`src/rtl/f_regfile_issue_if.sv`:
```
// Issue/FPU handshake bundle between the decode/control side, the FPU and the FP register file.
// Latency: none; this is wiring only.
// Backpressure: issue_ready/issue_valid on the issue side, f_ready on the FPU completion side.
interface f_regfile_issue_if #(
    parameter int DATA_W = 32,
    parameter int AW     = 5,
    parameter int FLAG_W = 5
);
    logic              issue_valid;
    logic              issue_ready;
    logic [AW-1:0]     issue_rd;
    logic [2:0]        issue_rm;
    logic [6:0]        issue_funct_7;
    logic [6:0]        funct_7;
    logic [2:0]        frm;
    logic              fpu_start;
    logic [DATA_W-1:0] FPU_out;
    logic [FLAG_W-1:0] flags;
    logic              f_ready;
    logic              busy;
    logic              illegal_rm;

    // Environment side: decode/control issuing ops and the FPU returning results.
    modport master (
        output issue_valid, issue_rd, issue_rm, issue_funct_7, FPU_out, flags, f_ready,
        input  issue_ready, funct_7, frm, fpu_start, busy, illegal_rm
    );

    // Register file / issue controller side.
    modport slave (
        input  issue_valid, issue_rd, issue_rm, issue_funct_7, FPU_out, flags, f_ready,
        output issue_ready, funct_7, frm, fpu_start, busy, illegal_rm
    );
endinterface

```
`src/rtl/f_regfile_issue.sv`:
```
// FP register file with FCSR (frm/fflags) and a single-outstanding FPU issue controller.
// Latency: fpu_start/illegal_rm one cycle after issue; writeback commits on the f_ready edge; reads combinational with bypass.
// Backpressure: issue_ready low while an op is outstanding; lw_stall refuses a load to the pending destination.
module f_regfile_issue #(
    parameter  int DATA_W = 32,
    parameter  int NREGS  = 32,
    parameter  int FLAG_W = 5,
    localparam int AW     = $clog2(NREGS)
) (
    input  logic              clk,
    input  logic              n_rst,
    f_regfile_issue_if.slave  io,
    input  logic [AW-1:0]     f_rs1,
    input  logic [AW-1:0]     f_rs2,
    output logic [DATA_W-1:0] f_rs1_data,
    output logic [DATA_W-1:0] f_rs2_data,
    input  logic              lw_en,
    input  logic [AW-1:0]     lw_rd,
    input  logic [DATA_W-1:0] lw_data,
    output logic              lw_stall,
    input  logic              csr_frm_we,
    input  logic              csr_fflags_we,
    input  logic [7:0]        csr_wdata,
    output logic [2:0]        f_frm_out,
    output logic [FLAG_W-1:0] f_flags
);
    typedef enum logic [0:0] {S_IDLE = 1'b0, S_BUSY = 1'b1} state_t;

    state_t            r_state;
    state_t            w_state_nxt;
    logic [DATA_W-1:0] r_regs [NREGS];
    logic [AW-1:0]     r_pending_rd;
    logic [6:0]        r_funct_7;
    logic [2:0]        r_frm;
    logic [2:0]        r_frm_csr;
    logic [FLAG_W-1:0] r_fflags;
    logic              r_fpu_start;
    logic              r_illegal_rm;
    logic              w_start_nxt;
    logic              w_illegal_nxt;
    logic [2:0]        w_rm_res;
    logic              w_rm_bad;
    logic              w_wb;
    logic              w_lw_wr;
    logic [FLAG_W-1:0] w_flags_acc;
    logic              w_unused_csr;

    // Dynamic rm (3'b111) takes the CSR value; 101/110/111 after resolution are reserved.
    assign w_rm_res = (io.issue_rm == 3'b111) ? r_frm_csr : io.issue_rm;
    assign w_rm_bad = (w_rm_res == 3'b101) || (w_rm_res == 3'b110) || (w_rm_res == 3'b111);

    // f_ready only counts while an op is outstanding; a stray completion in IDLE is dropped.
    assign w_wb        = io.f_ready && (r_state == S_BUSY);
    assign lw_stall    = lw_en && (r_state == S_BUSY) && (lw_rd == r_pending_rd);
    assign w_lw_wr     = lw_en && !lw_stall;
    assign w_flags_acc = w_wb ? io.flags : '0;

    assign io.issue_ready = (r_state == S_IDLE);
    assign io.busy        = (r_state == S_BUSY);
    assign io.fpu_start   = r_fpu_start;
    assign io.illegal_rm  = r_illegal_rm;
    assign io.funct_7     = r_funct_7;
    assign io.frm         = r_frm;
    assign f_frm_out      = r_frm_csr;
    assign f_flags        = r_fflags;
    assign w_unused_csr   = &{1'b0, csr_wdata[7:FLAG_W]};

    // Next-state and launch/reject pulse decode for the issue controller.
    always_comb begin
        w_state_nxt   = r_state;
        w_start_nxt   = 1'b0;
        w_illegal_nxt = 1'b0;
        case (r_state)
            S_IDLE: begin
                if (io.issue_valid) begin
                    if (w_rm_bad) begin
                        w_illegal_nxt = 1'b1;
                    end else begin
                        w_start_nxt = 1'b1;
                        w_state_nxt = S_BUSY;
                    end
                end
            end
            S_BUSY: begin
                if (io.f_ready) begin
                    w_state_nxt = S_IDLE;
                end
            end
            default: w_state_nxt = S_IDLE;
        endcase
    end

    // State register, one-cycle pulses, and op fields held stable for the whole BUSY period.
    always_ff @(posedge clk or negedge n_rst) begin
        if (!n_rst) begin
            r_state      <= S_IDLE;
            r_fpu_start  <= 1'b0;
            r_illegal_rm <= 1'b0;
            r_pending_rd <= '0;
            r_funct_7    <= '0;
            r_frm        <= '0;
        end else begin
            r_state      <= w_state_nxt;
            r_fpu_start  <= w_start_nxt;
            r_illegal_rm <= w_illegal_nxt;
            if (w_start_nxt) begin
                r_pending_rd <= io.issue_rd;
                r_funct_7    <= io.issue_funct_7;
                r_frm        <= w_rm_res;
            end
        end
    end

    // Register array: load and FPU writeback never collide because a load to the pending rd stalls.
    always_ff @(posedge clk or negedge n_rst) begin
        if (!n_rst) begin
            for (int i = 0; i < NREGS; i++) begin
                r_regs[i] <= '0;
            end
        end else begin
            if (w_lw_wr) begin
                r_regs[lw_rd] <= lw_data;
            end
            if (w_wb) begin
                r_regs[r_pending_rd] <= io.FPU_out;
            end
        end
    end

    // FCSR: a software fflags write still keeps flags accrued by a same-cycle completion.
    always_ff @(posedge clk or negedge n_rst) begin
        if (!n_rst) begin
            r_frm_csr <= '0;
            r_fflags  <= '0;
        end else begin
            if (csr_frm_we) begin
                r_frm_csr <= csr_wdata[2:0];
            end
            if (csr_fflags_we) begin
                r_fflags <= csr_wdata[FLAG_W-1:0] | w_flags_acc;
            end else begin
                r_fflags <= r_fflags | w_flags_acc;
            end
        end
    end

    // Read port 1 with bypass: FPU writeback beats an unstalled load, which beats the array.
    always_comb begin
        f_rs1_data = r_regs[f_rs1];
        if (w_lw_wr && (lw_rd == f_rs1)) begin
            f_rs1_data = lw_data;
        end
        if (w_wb && (r_pending_rd == f_rs1)) begin
            f_rs1_data = io.FPU_out;
        end
    end

    // Read port 2 with the same bypass priority.
    always_comb begin
        f_rs2_data = r_regs[f_rs2];
        if (w_lw_wr && (lw_rd == f_rs2)) begin
            f_rs2_data = lw_data;
        end
        if (w_wb && (r_pending_rd == f_rs2)) begin
            f_rs2_data = io.FPU_out;
        end
    end
endmodule

```
`src/flat_wrapper.sv`:
```
// flat-port wrapper written by rule: the top's interface ports become plain ports
module f_regfile_issue_flat 
#(
    parameter  int DATA_W = 32,
    parameter  int NREGS  = 32,
    parameter  int FLAG_W = 5,
    localparam int AW     = $clog2(NREGS)
)
  (clk, n_rst, f_rs1, f_rs2, f_rs1_data, f_rs2_data, lw_en, lw_rd, lw_data, lw_stall, csr_frm_we, csr_fflags_we, csr_wdata, f_frm_out, f_flags, io_issue_valid, io_issue_rd, io_issue_rm, io_issue_funct_7, io_FPU_out, io_flags, io_f_ready, io_issue_ready, io_funct_7, io_frm, io_fpu_start, io_busy, io_illegal_rm);
  f_regfile_issue_if #(.DATA_W(DATA_W), .AW((5)), .FLAG_W(FLAG_W)) io_i ();
  input  logic clk;
  input  logic n_rst;
  input  logic [AW-1:0] f_rs1;
  input  logic [AW-1:0] f_rs2;
  output logic [DATA_W-1:0] f_rs1_data;
  output logic [DATA_W-1:0] f_rs2_data;
  input  logic lw_en;
  input  logic [AW-1:0] lw_rd;
  input  logic [DATA_W-1:0] lw_data;
  output logic lw_stall;
  input  logic csr_frm_we;
  input  logic csr_fflags_we;
  input  logic [7:0] csr_wdata;
  output logic [2:0] f_frm_out;
  output logic [FLAG_W-1:0] f_flags;
  input wire logic [$bits(io_i.issue_valid)-1:0] io_issue_valid;
  input wire logic [$bits(io_i.issue_rd)-1:0] io_issue_rd;
  input wire logic [$bits(io_i.issue_rm)-1:0] io_issue_rm;
  input wire logic [$bits(io_i.issue_funct_7)-1:0] io_issue_funct_7;
  input wire logic [$bits(io_i.FPU_out)-1:0] io_FPU_out;
  input wire logic [$bits(io_i.flags)-1:0] io_flags;
  input wire logic [$bits(io_i.f_ready)-1:0] io_f_ready;
  output wire logic [$bits(io_i.issue_ready)-1:0] io_issue_ready;
  output wire logic [$bits(io_i.funct_7)-1:0] io_funct_7;
  output wire logic [$bits(io_i.frm)-1:0] io_frm;
  output wire logic [$bits(io_i.fpu_start)-1:0] io_fpu_start;
  output wire logic [$bits(io_i.busy)-1:0] io_busy;
  output wire logic [$bits(io_i.illegal_rm)-1:0] io_illegal_rm;
  assign io_i.issue_valid = io_issue_valid;
  assign io_i.issue_rd = io_issue_rd;
  assign io_i.issue_rm = io_issue_rm;
  assign io_i.issue_funct_7 = io_issue_funct_7;
  assign io_i.FPU_out = io_FPU_out;
  assign io_i.flags = io_flags;
  assign io_i.f_ready = io_f_ready;
  assign io_issue_ready = io_i.issue_ready;
  assign io_funct_7 = io_i.funct_7;
  assign io_frm = io_i.frm;
  assign io_fpu_start = io_i.fpu_start;
  assign io_busy = io_i.busy;
  assign io_illegal_rm = io_i.illegal_rm;
  f_regfile_issue #(.DATA_W(DATA_W), .NREGS(NREGS), .FLAG_W(FLAG_W)) u_core (.clk(clk), .n_rst(n_rst), .io(io_i), .f_rs1(f_rs1), .f_rs2(f_rs2), .f_rs1_data(f_rs1_data), .f_rs2_data(f_rs2_data), .lw_en(lw_en), .lw_rd(lw_rd), .lw_data(lw_data), .lw_stall(lw_stall), .csr_frm_we(csr_frm_we), .csr_fflags_we(csr_fflags_we), .csr_wdata(csr_wdata), .f_frm_out(f_frm_out), .f_flags(f_flags));
endmodule
```
`config.mk`:
```
export PLATFORM = sky130hd
export DESIGN_NAME = f_regfile_issue_flat
export DESIGN_NICKNAME = d
export VERILOG_FILES = /design/src/rtl/f_regfile_issue_if.sv /design/src/rtl/f_regfile_issue.sv /design/src/flat_wrapper.sv
export SDC_FILE = /design/constraint.sdc
export NUM_CORES = 2
export LEC_CHECK = 0
export ABC_CLOCK_PERIOD_IN_PS = 3600
export CAP_MARGIN = 20
export CORE_ASPECT_RATIO = 2
export CORE_MARGIN = 8
export CORE_UTILIZATION = 63
export DETAILED_ROUTE_END_ITERATION = 16
export MAX_ROUTING_LAYER = met4
export PLACE_DENSITY = 0.81
export SYNTH_ARGS = -nofsm -noshare
export SYNTH_HDL_FRONTEND = slang
export SYNTH_SLANG_ARGS = --single-unit
```
`constraint.sdc`:
```
create_clock -name clk -period 3.6 [get_ports clk]
set_input_delay 0.72 -clock clk [delete_from_list [all_inputs] [get_ports clk]]
set_output_delay 0.72 -clock clk [all_outputs]
set_load 0.1 [all_outputs]
```
==> impl_metrics.json <==
{
  "final_core_util": 0.738,
  "dieArea_mm2": 0.115,
  "fin_crit_sh": 1.01,
  "slew_viol_final": 0,
  "p_comb_frac": 0.395,
  "p_switching_w": 0.0206,
  "synth.area.top_cells": "dfrtp_1 40%, mux4_2 18%, mux2i_1 16%",
  "final-hold-violation-count": 0,
  "grt_pass1_wl_um": 383000,
  "post_drt_wl_per_cell_um": 35.2,
  "fp.dieH_um": 472,
  "crit_chain": "buf_8, buf_12, buf_12, buf_12, mux4_2, o22ai_1, nor2_1, nand2_1, o21ai_4, buf_12",
  "initial_core_util": 0.634,
  "cpPeakStageDelay_ns": 0.52,
  "postRouteAntennaNets": 0,
  "slew_headroom": 0.190,
  "p_total_w": 0.0551,
  "pin_count": 201,
  "globalRouteOverflowTotal": 0,
  "ctsHoldBuffers": 0,
  "critPathBufInv": 5,
  "synthFlopType": "dfrtp_1",
  "start_kind": "input port",
  "yosys.area.top_type_share": 0.401,
  "end_kind": "output port",
  "fin_nets": 6262,
  "power.leakage_nw": 29.8,
  "rows": 167,
  "fp.coreArea_mm2": 0.103,
  "power.share.clock": 0.198,
  "first_pass_iters": 9,
  "drt_iter0_drc": 9280,
  "power.density_mw_per_mm2": 722,
  "grt_max_degree": 108,
  "cpMostUsedCell": "buf_12",
  "arrival_ns": 2.93,
  "period_needed_ns": 3.65,
  "routabilityCongestion": 0.997,
  "synth_area_mm2": 0.0656,
  "cp_slowest_cell": "mux4_2",
  "routed_wl_um": 267000,
  "avgSynthCellArea_um2": 10.6,
  "tritoncts": "yes",
  "hp-class": "input port to asynchronous set/reset pin",
  "fmax_ghz": 0.274,
  "syn_to_final_growth_pct": 16.3,
  "drv_cap": 0,
  "cts_buffers": 95,
  "antenna_found_initial": 10,
  "synthArstFlopShare": 1.00,
  "synth_edf_count": 0,
  "cts_root_buf": "clkbuf_16",
  "viasPerCell": 7.71,
  "clkSinkCount": 1050,
  "ys_seq_area_frac": 0.401,
  "path_clk_slew_ns": 0.07,
  "worst_pin_slew_ns": 1.21,
  "die_w_um": 244,
  "crit_required_ns": 2.88,
  "h-tree-depth": 3,
  "remaining_drc_errors": 0,
  "cp_top_family": "buffers and inverters",
  "grt.total_usage": 0.466,
  "num_vias": 58500,
  "max-clock-path-buffers": 3,
  "path_max_fanout": 15,
  "violations": "setup timing",
  "crit_type": "input port to output port",
  "synth_top_cell_by_area": "dfrtp_1",
  "setup_violations": 6,
  "worstSkewPairLatency_ns": 0.74,
  "intPower_w": 0.0345,
  "grt_pass1_vias": 59500,
  "rsz0062_at_grt": "yes",
  "seqPwrFrac": 0.406,
  "finClkSkew_ns": 0.0269,
  "postSynthCellCount": 6190,
  "ys_seq_elements": 1050,
  "layout_setup_ws_ns": -0.0499,
  "netSwitchingFraction": 0.373,
  "ys_warn_count": 0,
  "io_buffers": 197,
  "status": "finished, violations left",
  "drive_gt1_frac": 0.222,
  "ys_types": 45,
  "syn_nets": 6304,
  "dp_hpwl_um": 161000,
  "ir_drop_uv": 792
}
## routing by layer
metal / wire length, µm / track usage
met2: 116000 / 0.662
met3: 40400 / 0.167
met5: 0 / -
met4: 32700 / 0.433
met1: 77700 / 0.502
## flip-flops by register name (all words and copies together), names as in the netlist
signal / flops
u_core.f_flags: 5
u_core.f_frm_out: 3
u_core.io.busy: 1
u_core.io.fpu_start: 1
u_core.io.frm: 3
u_core.io.funct_7: 7
u_core.io.illegal_rm: 1
u_core.r_pending_rd: 5
u_core.r_regs: 1024
## power by group through the flow
| stage | Sequential, W | Clock, W | Combinational (W) |
|---|---|---|---|
| 2_1_floorplan | 0.0208 | 0 | 0.0154 |
| 3_3_place_gp | 0.0213 | 0 | 0.0202 |
| 3_5_place_dp | 0.0220 | 0 | 0.0210 |
| 4_1_cts | 0.0219 | 0.0109 | 0.0213 |
| 5_1_grt | 0.0227 | 0.0113 | 0.0229 |
| 6_report | 0.0224 | 0.0109 | 0.0218 |
## cells in the mapped netlist (40+ instances only)
library cell,count
o21ai_0,57
buf_2,66
buf_4,40
buf_6,67
dfrtp_1,1050
o22ai_1,252
nand2_1,107
mux2i_1,1027
mux4_2,512
buf_1,109
clkbuf_1,494
nor2_1,1151
a21oi_1,1024
a32oi_1,63
## cell families (layout without fill, tap and decap cells)
kind of cell / after synthesis / after routing / synth area share
flops: 1050 / 1050 / 0.401
simple gates: 1331 / 1331 / 0.0799
compound gates: 1451 / 1451 / 0.125
other cells: 0 / 10 / 0
buf+inv: 779 / 810 / 0.0558
xor+xnor: 25 / 25 / 0.00334
mux: 1554 / 1554 / 0.335
## cell type report
type	instances	area (µm²)
inverters	3	11.3
multi-input cells	4361	36800
clock inverters	40	484
clock buffers	130	2750
flip-flops and latches	1050	26300
fillers	6599	27100
diodes	10	25.0
repair buffers	637	8270
well taps	1352	1690
## cell usage in the layout, fill, tap and decap left out, drive strengths merged, types with 68 or more instances in the layout
cell           instances
mux4                 512
o21ai                 68
clkbuf               131
o22ai                252
clkdlybuf4s50        115
mux2i               1027
nand2                107
a21oi               1032
nor2                1151
dfrtp               1050
buf                  511
## per-stage QoR
stage | std cells | TNS (ns) | hold WS [ns] | setup slack [ns] | cell area, µm²
after detailed placement | 7392 | -5.59 | 0.499 | -0.251 | 72300
after global placement | 7392 | -4.58 | 0.489 | -0.203 | 72300
after floorplan | 6190 | -4.64 | 0.424 | -0.0827 | 65800
after global routing | 7583 | -0.815 | 0.0554 | -0.0909 | 76300
after CTS | 7565 | 0 | 0.0296 | 0.00128 | 75700
final | 7583 | -0.236 | 0.0202 | -0.0499 | 76300
## repair_timing
| action | 4_1_cts | 5_1_grt |
|---|---|---|
| gates resized for setup | 29 | 68 |
| setup endpoints to repair | 65 | 65 |
| setup buffers | 2 | 7 |
| gates cloned | 1 | 1 |
| pin swaps | 5 | 29 |
## worst paths after layout
check / slack (ns) / cells after the start / startpoint / to
hold reg to reg: 0.51 / 1 / u_core.io.funct_7[5]$_DFFE_PN0P_ / u_core.io.funct_7[5]$_DFFE_PN0P_
setup / recovery: -0.05 / 10 / f_rs2[0] / f_rs2_data[21]
setup reg to reg: 0.69 / 8 / u_core.r_pending_rd[0]$_DFFE_PN0P_ / u_core.r_regs[14]$_DFF_PN0_
hold / removal: 0.02 / 1 / n_rst / u_core.io.funct_7[4]$_DFFE_PN0P_
max in group asynchronous: 2.40 / 2 / n_rst / u_core.r_regs[375]$_DFF_PN0_
min in group clk: 0.51 / 1 / u_core.io.funct_7[5]$_DFFE_PN0P_ / u_core.io.funct_7[5]$_DFFE_PN0P_
Power figures use the tool's default switching activity.
